$ cat src/rtl/fwd_hazard_unit_pkg.sv
// Shared types and helpers for the forwarding/hazard unit: scoreboard
// state encoding and a constant clog2 used to size selects and counters.
package fwd_hazard_unit_pkg;

    typedef enum logic {
        MUL_IDLE = 1'b0,
        MUL_BUSY = 1'b1
    } mul_state_e;

    // Ceiling log2 with a floor of 1 so a single-value field still gets a bit.
    function automatic int clog2(input int v);
        int r;
        r = 0;
        while ((1 << r) < v) r++;
        return (r < 1) ? 1 : r;
    endfunction

endpackage

$ cat src/rtl/fwd_hazard_unit_fwd_select.sv
// Priority encoder for one ALU operand: picks the youngest write-back stage
// whose non-zero destination matches the source register.
module fwd_select #(
    parameter int REG_AW  = 5,
    parameter int NUM_FWD = 3,
    parameter int SEL_W   = 2
) (
    input  logic [REG_AW-1:0]         src_i,
    input  logic [NUM_FWD-1:0]        reg_write_i,
    input  logic [NUM_FWD*REG_AW-1:0] rd_i,
    output logic [SEL_W-1:0]          sel_o
);

    // Walk oldest to youngest so the lowest matching index wins.
    always_comb begin
        sel_o = '0;
        for (int k = NUM_FWD - 1; k >= 0; k--) begin
            if (reg_write_i[k] && (rd_i[k*REG_AW +: REG_AW] != '0) &&
                (rd_i[k*REG_AW +: REG_AW] == src_i))
                sel_o = SEL_W'(k + 1);
        end
    end

endmodule

$ cat src/rtl/fwd_hazard_unit.sv
// Operand forwarding, load-use / multiply hazard detection, a one-entry
// multiply scoreboard and a saturating stall-cycle counter.
module fwd_hazard_unit
    import fwd_hazard_unit_pkg::*;
#(
    parameter int REG_AW  = 5,
    parameter int NUM_FWD = 3,
    parameter int SEL_W   = clog2(NUM_FWD + 1),
    parameter int MUL_LAT = 4,
    parameter int CNT_W   = 32
) (
    input  logic                      clk,
    input  logic                      reset,
    input  logic [REG_AW-1:0]         id_rs,
    input  logic [REG_AW-1:0]         id_rt,
    input  logic                      id_uses_rt,
    input  logic                      id_is_mul,
    input  logic                      flush,
    input  logic [REG_AW-1:0]         ex_rs,
    input  logic [REG_AW-1:0]         ex_rt,
    input  logic                      ex_mem_read,
    input  logic [REG_AW-1:0]         ex_rd,
    input  logic [NUM_FWD-1:0]        fwd_reg_write,
    input  logic [NUM_FWD*REG_AW-1:0] fwd_rd,
    input  logic                      mul_issue,
    input  logic [REG_AW-1:0]         mul_rd,
    input  logic                      clr_cnt,
    output logic [SEL_W-1:0]          forward_a,
    output logic [SEL_W-1:0]          forward_b,
    output logic                      stall,
    output logic                      bubble,
    output logic                      mul_busy,
    output logic                      mul_err,
    output logic [CNT_W-1:0]          stall_cycles
);

    localparam int CW = clog2(MUL_LAT + 1);

    mul_state_e        state_q, state_d;
    logic [CW-1:0]     cnt_q, cnt_d;
    logic [REG_AW-1:0] pend_rd_q, pend_rd_d;
    logic              err_q, err_d;
    logic [CNT_W-1:0]  stall_cnt_q, stall_cnt_d;

    fwd_select #(.REG_AW(REG_AW), .NUM_FWD(NUM_FWD), .SEL_W(SEL_W)) u_fwd_a (
        .src_i       (ex_rs),
        .reg_write_i (fwd_reg_write),
        .rd_i        (fwd_rd),
        .sel_o       (forward_a)
    );

    fwd_select #(.REG_AW(REG_AW), .NUM_FWD(NUM_FWD), .SEL_W(SEL_W)) u_fwd_b (
        .src_i       (ex_rt),
        .reg_write_i (fwd_reg_write),
        .rd_i        (fwd_rd),
        .sel_o       (forward_b)
    );

    logic lu, md, ms, match_issue, match_pend;

    assign lu = ex_mem_read && (ex_rd != '0) &&
                ((ex_rd == id_rs) || (id_uses_rt && (ex_rd == id_rt)));
    assign match_issue = (mul_rd != '0) &&
                         ((mul_rd == id_rs) || (id_uses_rt && (mul_rd == id_rt)));
    assign match_pend  = (pend_rd_q != '0) &&
                         ((pend_rd_q == id_rs) || (id_uses_rt && (pend_rd_q == id_rt)));
    assign md = (mul_issue && match_issue) || (mul_busy && match_pend);
    assign ms = id_is_mul && (mul_busy || mul_issue);

    assign stall        = (lu || md || ms) && !flush;
    assign bubble       = stall || flush;
    assign mul_err      = err_q;
    assign stall_cycles = stall_cnt_q;

    always_ff @(posedge clk or posedge reset) begin
        if (reset) begin
            state_q     <= MUL_IDLE;
            cnt_q       <= '0;
            pend_rd_q   <= '0;
            err_q       <= 1'b0;
            stall_cnt_q <= '0;
        end else begin
            state_q     <= state_d;
            cnt_q       <= cnt_d;
            pend_rd_q   <= pend_rd_d;
            err_q       <= err_d;
            stall_cnt_q <= stall_cnt_d;
        end
    end

    // A second issue while busy is a protocol violation: flag it, keep tracking the first.
    always_comb begin
        state_d   = state_q;
        cnt_d     = cnt_q;
        pend_rd_d = pend_rd_q;
        err_d     = err_q;
        case (state_q)
            MUL_IDLE: begin
                if (mul_issue) begin
                    state_d   = MUL_BUSY;
                    cnt_d     = CW'(MUL_LAT);
                    pend_rd_d = mul_rd;
                end
            end
            MUL_BUSY: begin
                if (mul_issue) err_d = 1'b1;
                if (cnt_q == CW'(1)) begin
                    state_d = MUL_IDLE;
                    cnt_d   = '0;
                end else begin
                    cnt_d = cnt_q - CW'(1);
                end
            end
            default: state_d = MUL_IDLE;
        endcase
    end

    always_comb begin
        mul_busy = (state_q == MUL_BUSY);
    end

    always_comb begin
        stall_cnt_d = stall_cnt_q;
        if (clr_cnt)
            stall_cnt_d = '0;
        else if (stall && (stall_cnt_q != '1))
            stall_cnt_d = stall_cnt_q + CNT_W'(1);
    end

endmodule

$ cat config.mk
export PLATFORM = sky130hd
export DESIGN_NAME = fwd_hazard_unit
export DESIGN_NICKNAME = d
export VERILOG_FILES = /design/src/rtl/fwd_hazard_unit_pkg.sv /design/src/rtl/fwd_hazard_unit_fwd_select.sv /design/src/rtl/fwd_hazard_unit.sv
export SDC_FILE = /design/constraint.sdc
export NUM_CORES = 1
export LEC_CHECK = 0
export CAP_MARGIN = 20
export CORE_MARGIN = 5
export CORE_UTILIZATION = 48
export CTS_CLUSTER_DIAMETER = 30
export DETAILED_ROUTE_END_ITERATION = 6
export PLACE_DENSITY_LB_ADDON = 0.05
export SLEW_MARGIN = 20
export SYNTH_ARGS = -nofsm -noshare
export SYNTH_HDL_FRONTEND = slang
export SYNTH_SLANG_ARGS = --single-unit
$ cat constraint.sdc
create_clock -name clk -period 2.49 [get_ports clk]
set_input_delay 0.249 -clock clk [delete_from_list [all_inputs] [get_ports clk]]
set_output_delay 0.249 -clock clk [all_outputs]
set_load 0.01 [all_outputs]
## Yosys cells after proc, flatten, opt, wreduce, memory -nomap -nowiden

Cells that the tools add are included.

- Register bits: 42
- Output and inout port bits: 40
- Bits of input ports: 56

- Bitwise operators: 1
- Equal/unequal tests: 15
- Reductions and logical operators: 39
- Add/sub/neg operators: 2
- Muxes and demuxes: 14

Operator list:

| cell | count |
|---|---|
| $mux W32 | 2 |
| $eq A5 B5 Y1 | 12 |
| $add A32 B1 Y32 const B | 1 |
| $ne A32 B32 Y1 const B | 1 |
| $reduce_bool A5 Y1 | 6 |
| $logic_and A1 B1 Y1 | 21 |
| $mux W2 | 6 |
| $logic_or A1 B1 Y1 | 8 |
| $mux W3 | 2 |
| $pmux W3 S2 | 1 |
| $reduce_and A2 Y1 | 2 |
| $eq A3 B1 Y1 const B | 1 |
| $sub A3 B1 Y3 const B | 1 |
| $mux W1 | 2 |
| $ne A2 B2 Y1 const B | 1 |
| $pmux W1 S2 | 1 |
| $reduce_bool A2 Y1 | 1 |
| $logic_not A1 Y1 | 1 |
| $not A1 Y1 | 1 |

## Longest topological paths before layout

- Depth after elaboration: 12
- Gate-level depth with buffers: 9
- Depth with buffers taken out: 7

## By module

Synthesis repeated with hierarchy kept, for this count alone.

- Cell total of the unflattened synthesis: 380
- Area, all modules: 3,358.2 um2

By module, submodules not included:

| module | cells an instance | times used | area an instance (um2) |
|---|---|---|---|
| fwd_hazard_unit | 310 | 1 | 2,850.2 |
| fwd_select | 35 | 2 | 254.0 |

## Least setup slack after synthesis

OpenSTA, ideal clock, no wires.

- Kind: reg-to-reg
- Start point: reg stall_cnt_q[0] (netlist: stall_cycles[0])
- End point: reg stall_cnt_q[6] (netlist: stall_cycles[6])
- Slack: 0.291 ns
- Clock period less this slack: 2.199 ns
- Stages on the path, launching flop included: 10
- Arrival time: 2.121 ns
- Required time: 2.412 ns
- Cell sequence: dfrtp_1 -> ha_1 -> and3_1 -> nand3_2 -> nor2_1 -> or3_1 -> clkbuf_1 -> buf_2 -> or3_1 -> a21oi_1

- Word-level cells in the longest chain between the ends: 3
- Elaborated cells between the ends (all ways): 6
- Classes of those cells: add/sub (1); eq/ne (1); mux (2); reduce/logical (2)

Ends and longest elaborated chain:

| element | line | RTL |
|---|---|---|
| from (decl) | fwd_hazard_unit.sv:43 | `logic [CNT_W-1:0] stall_cnt_q, stall_cnt_d;` |
| from (signal assigned) | fwd_hazard_unit.sv:87 | `stall_cnt_q <= stall_cnt_d;` |
| $add A32 B1 Y32 or $ne A32 B32 Y1 (tied branches) | fwd_hazard_unit.sv:127, fwd_hazard_unit.sv:126 |  |
| $mux W32 or $logic_and A1 B1 Y1 (tied branches) | fwd_hazard_unit.sv:126 | `else if (stall && (stall_cnt_q != '1))` |
| $mux W32 or $reduce_bool A2 Y1 (tied branches) | -- |  |

Parallel ways exist; a longest one is shown, timed or not. The select of a mux whose other input is x is not followed.
A chain may end at the register's enable or synchronous reset.

## Worst setup path in the final report

- Start point: in ex_rd[2]
- End point: out stall

- Word-level cells in the longest chain between the ends: 7
- Elaborated cells between the ends (all ways): 10
- Classes of those cells: eq/ne (2); reduce/logical (8)

Ends and longest elaborated chain:

| element | line | RTL |
|---|---|---|
| from (decl) | fwd_hazard_unit.sv:22 | `input logic [REG_AW-1:0] ex_rd,` |
| $eq A5 B5 Y1 | fwd_hazard_unit.sv:62 | `((ex_rd == id_rs) \|\| (id_uses_rt && (ex_rd == id_rt)));` |
| $logic_and A1 B1 Y1 | fwd_hazard_unit.sv:62 |  |
| $logic_or A1 B1 Y1 | fwd_hazard_unit.sv:62 |  |
| $logic_and A1 B1 Y1 * | fwd_hazard_unit.sv:61 | `assign lu = ex_mem_read && (ex_rd != '0) &&` |
| $logic_or A1 B1 Y1 * (2 in a row) | fwd_hazard_unit.sv:70 | `assign stall = (lu \|\| md \|\| ms) && !flush;` |
| $logic_and A1 B1 Y1 * | fwd_hazard_unit.sv:70 |  |
| to (decl) | fwd_hazard_unit.sv:30 | `output logic stall,` |

Mark *: on every way between the ends. The rest lies on a longest branch, timed or not.

==> impl_metrics.yaml <==
clocking:
  clock-sinks: 42
  cts_htree_levels: 2
  clkTransAtPathRegs_ps: 90
  root_buffer: "clkbuf_8"
  clkLatencyLatePin_ps: 300
  clock_path_buffers: 2
  hold_buffers: 0
  cts_made_buffers: 5
  cts_tree: "done"
sta:
  min_period_over_period_pct: 94.4
  grt_setup_unrepaired: "true"
  setup-tns-final_ps: 0
  clock.fmax_mhz: 425
  holdWs_ps: 374
  slew_viol_final: 0
  tightest_slew_ps: 540
  fin_skew_ps: 11.8
  hold_violations: 0
  setup_ws_ps: 139
  layout_min_cycle_time_ps: 2350
  slew_headroom_pct: 64.0
  setup_viol_count_final: 0
die:
  die_w_um: 91.8
  ios: 96
  row_count: 29
  dieArea_um2: 8430
  core_um2: 6420
  die_h_um: 91.8
  floorplan.initialDensity_pct: 50.0
power_and_ir_drop:
  p_total_mw: 2.09
  power_switching_share_pct: 34.2
  intPower_mw: 1.38
  clkPwrFrac_pct: 21.8
  p_per_area_nw_per_um2: 443
  combPwrFrac_pct: 36.9
  pwr-share-seq_pct: 41.3
  power_switching_mw: 0.716
  peakVddDrop_mv: 0.393
  p_leak_nw: 1.89
placed_design:
  postPlaceCellArea_um2: 4580
  port_buffers: 95
  hpwlAfterDp_um: 7270
  place.gp.congestion: 0.909
  dp.cells: 569
  dpl_worst_slack_ps: -257
detailed_routing:
  drtAntennaViolNets: 0
  drt_iter0_drc: 184
  vias: 3313
  wl_per_cell_um: 16.4
  firstDrtPassIters: 4
  vias_per_cell: 5.72
  finalWirelength_um: 9490
  drcViolationCount: 0
finish:
  layout.nets: 560
  areaGrowthSynthToFinish_pct: 46.8
  nFillCells: 495
  finalNonFillerCells: 579
  final_area_um2: 4720
  layout-drive-gt1-share_pct: 16.7
  regArea_um2: 1050
  final_util_pct: 73.5
  antenna_cells_inserted: 0
  multi_input_area_um2: 2120
synthesis:
  yosys-top-cells-area: "dfrtp_1, xor2_1, xnor2_1, or4_1, a21oi_1"
  synth_fp_nets: 422
  syn_area_um2: 3210
  synth_edf_count: 0
  dominantRegCellSynth: "dfrtp_1"
  yosysSeqAreaShare_pct: 32.7
  netlist_instances: 363
  yosysWarnings: 0
  ys_ff_latch: 42
  synth_top_area_share_pct: 32.7
  async_flop_share_pct: 100
  synth.largest_area_cell: "dfrtp_1"
  synth.distinct_cells: 41
  syn_avg_cell_area_um2: 8.85
status:
  outcome: "complete, no violations"
setup_path:
  reg2reg_from: "pend_rd_q[4]$_DFFE_PP0P_"
  required_ps: 2240
  path_cells: "clkdlybuf4s50_1, or4_1, o21ai_2, o22ai_2, o21ai_2, inv_1, dlygate4sd2_1"
  critPathMaxFanout: 3
  crit_path_start_kind: "input pin"
  worstSetupPathType: "in -> out"
  startpoint: "ex_rd[2]"
  crit_path_end_kind: "output pin"
  arrival_ps: 2100
  crit_top_cell: "o21ai_2"
  cpPeakStageDelay_ps: 540
  slowest_stage: "or4_1"
global_routing:
  grt.total_usage_pct: 22.6
  grt-ovfl-total: 0
  grt_pass1_wl_um: 15900
  grt_pass1_vias: 3242
  antenna_found_initial: 0
  grt_max_degree: 43
flow_run:
  cap_violations: 0
hold_path:
  hold_path_class: "in -> async"
what timing repair did:
| action | in CTS | in global routing |
|---|---|---|
| gates resized for setup | 16 | 6 |
| pin swaps | 5 | 2 |
| buffers inserted | 2 | 0 |
| setup endpoints to repair | 7 | 13 |
metal layers:
layer / GRT usage (%) / share of wire [%]
met3: 3.44 / 6.1
met2: 37.5 / 49
met1: 31.7 / 43
met5: 0 / 0
met4: 4.08 / 1.1
kinds of logic after synthesis:
family	after synthesis	share of synthesized area, %
AOI/OAI and AO/OA	70	13.1
muxes	15	5.25
DFF	42	32.7
and+or+nand+nor	150	28.5
buffers and inverters	23	2.88
xor gates and xnor gates	60	16.3
adders and majority gates	3	1.17
sequential cells by signal, summed over array words and instances (netlist names):
| name | flops |
|---|---|
| pend_rd_q | 5 |
| cnt_q | 3 |
| mul_err | 1 |
| stall_cycles | 32 |
| mul_busy | 1 |
synthesized netlist by cell type (all sizes together) (2+ instances only):
master / instances
a21boi: 2
a21oi: 23
a32oi: 3
and3: 4
buf: 5
clkbuf: 9
dfrtp: 42
ha: 3
inv: 8
mux2: 15
nand2: 20
nand2b: 2
nand3: 20
nand4: 9
nor2: 21
nor2b: 9
nor3: 16
nor4: 9
o21ai: 22
o31ai: 15
or3: 13
or4: 23
or4b: 3
xnor2: 23
xor2: 37
worst max-delay path, delay by kind of cell:
family / cells / cell delay, ps
buffers and inverters: 3 / 790
and+or+nand+nor: 1 / 540
AOI/OAI and AO/OA: 3 / 510
final timing paths:
| path | slack, ps | cells after the start | endpoint |
|---|---|---|---|
| max | 140 | 7 | stall |
| min | 370 | 3 | stall_cycles[24]$_DFFE_PP0P_ |
| max reg2reg | 160 | 8 | stall_cycles[28]$_DFFE_PP0P_ |
| min reg2reg | 470 | 1 | mul_err$_DFFE_PP0P_ |
| max in group asynchronous | 1720 | 3 | stall_cycles[13]$_DFFE_PP0P_ |
| min in group clk | 440 | 2 | pend_rd_q[0]$_DFFE_PP0P_ |
power by group through the flow:
stage | logic, mW | clock network, mW | registers (mW)
6_report | 0.771 | 0.457 | 0.863
5_1_grt | 0.858 | 0.495 | 0.879
4_1_cts | 0.771 | 0.463 | 0.861
3_5_place_dp | 0.739 | 0 | 0.875
3_3_place_gp | 0.717 | 0 | 0.869
2_1_floorplan | 0.411 | 0 | 0.844
area by class of cell:
class | instances | area share, %
repair buffers | 145 | 28.1
multi-input cells | 298 | 45.0
inverters | 9 | 0.716
well taps | 77 | 2.04
clock inverters | 3 | 0.398
clock buffers | 5 | 1.46
flip-flops and latches | 42 | 22.3
cells in the final DEF (no fill, tap or decap), drive strengths merged, types with 5 or more instances in the layout:
cell           Yosys  final
clkdlybuf4s50      0     86
buf                5     50
dfrtp             42     42
xor2              37     37
or4               23     23
xnor2             23     23
a21oi             23     23
o21ai             22     22
nor2              21     21
nand2             20     20
nand3             20     20
nor3              16     16
o31ai             15     15
mux2              15     15
or3               13     13
nor2b              9      9
dlygate4sd2        0      9
nand4              9      9
nor4               9      9
inv                8      8
clkbuf             9      5
Power figures use the tool's default switching activity.
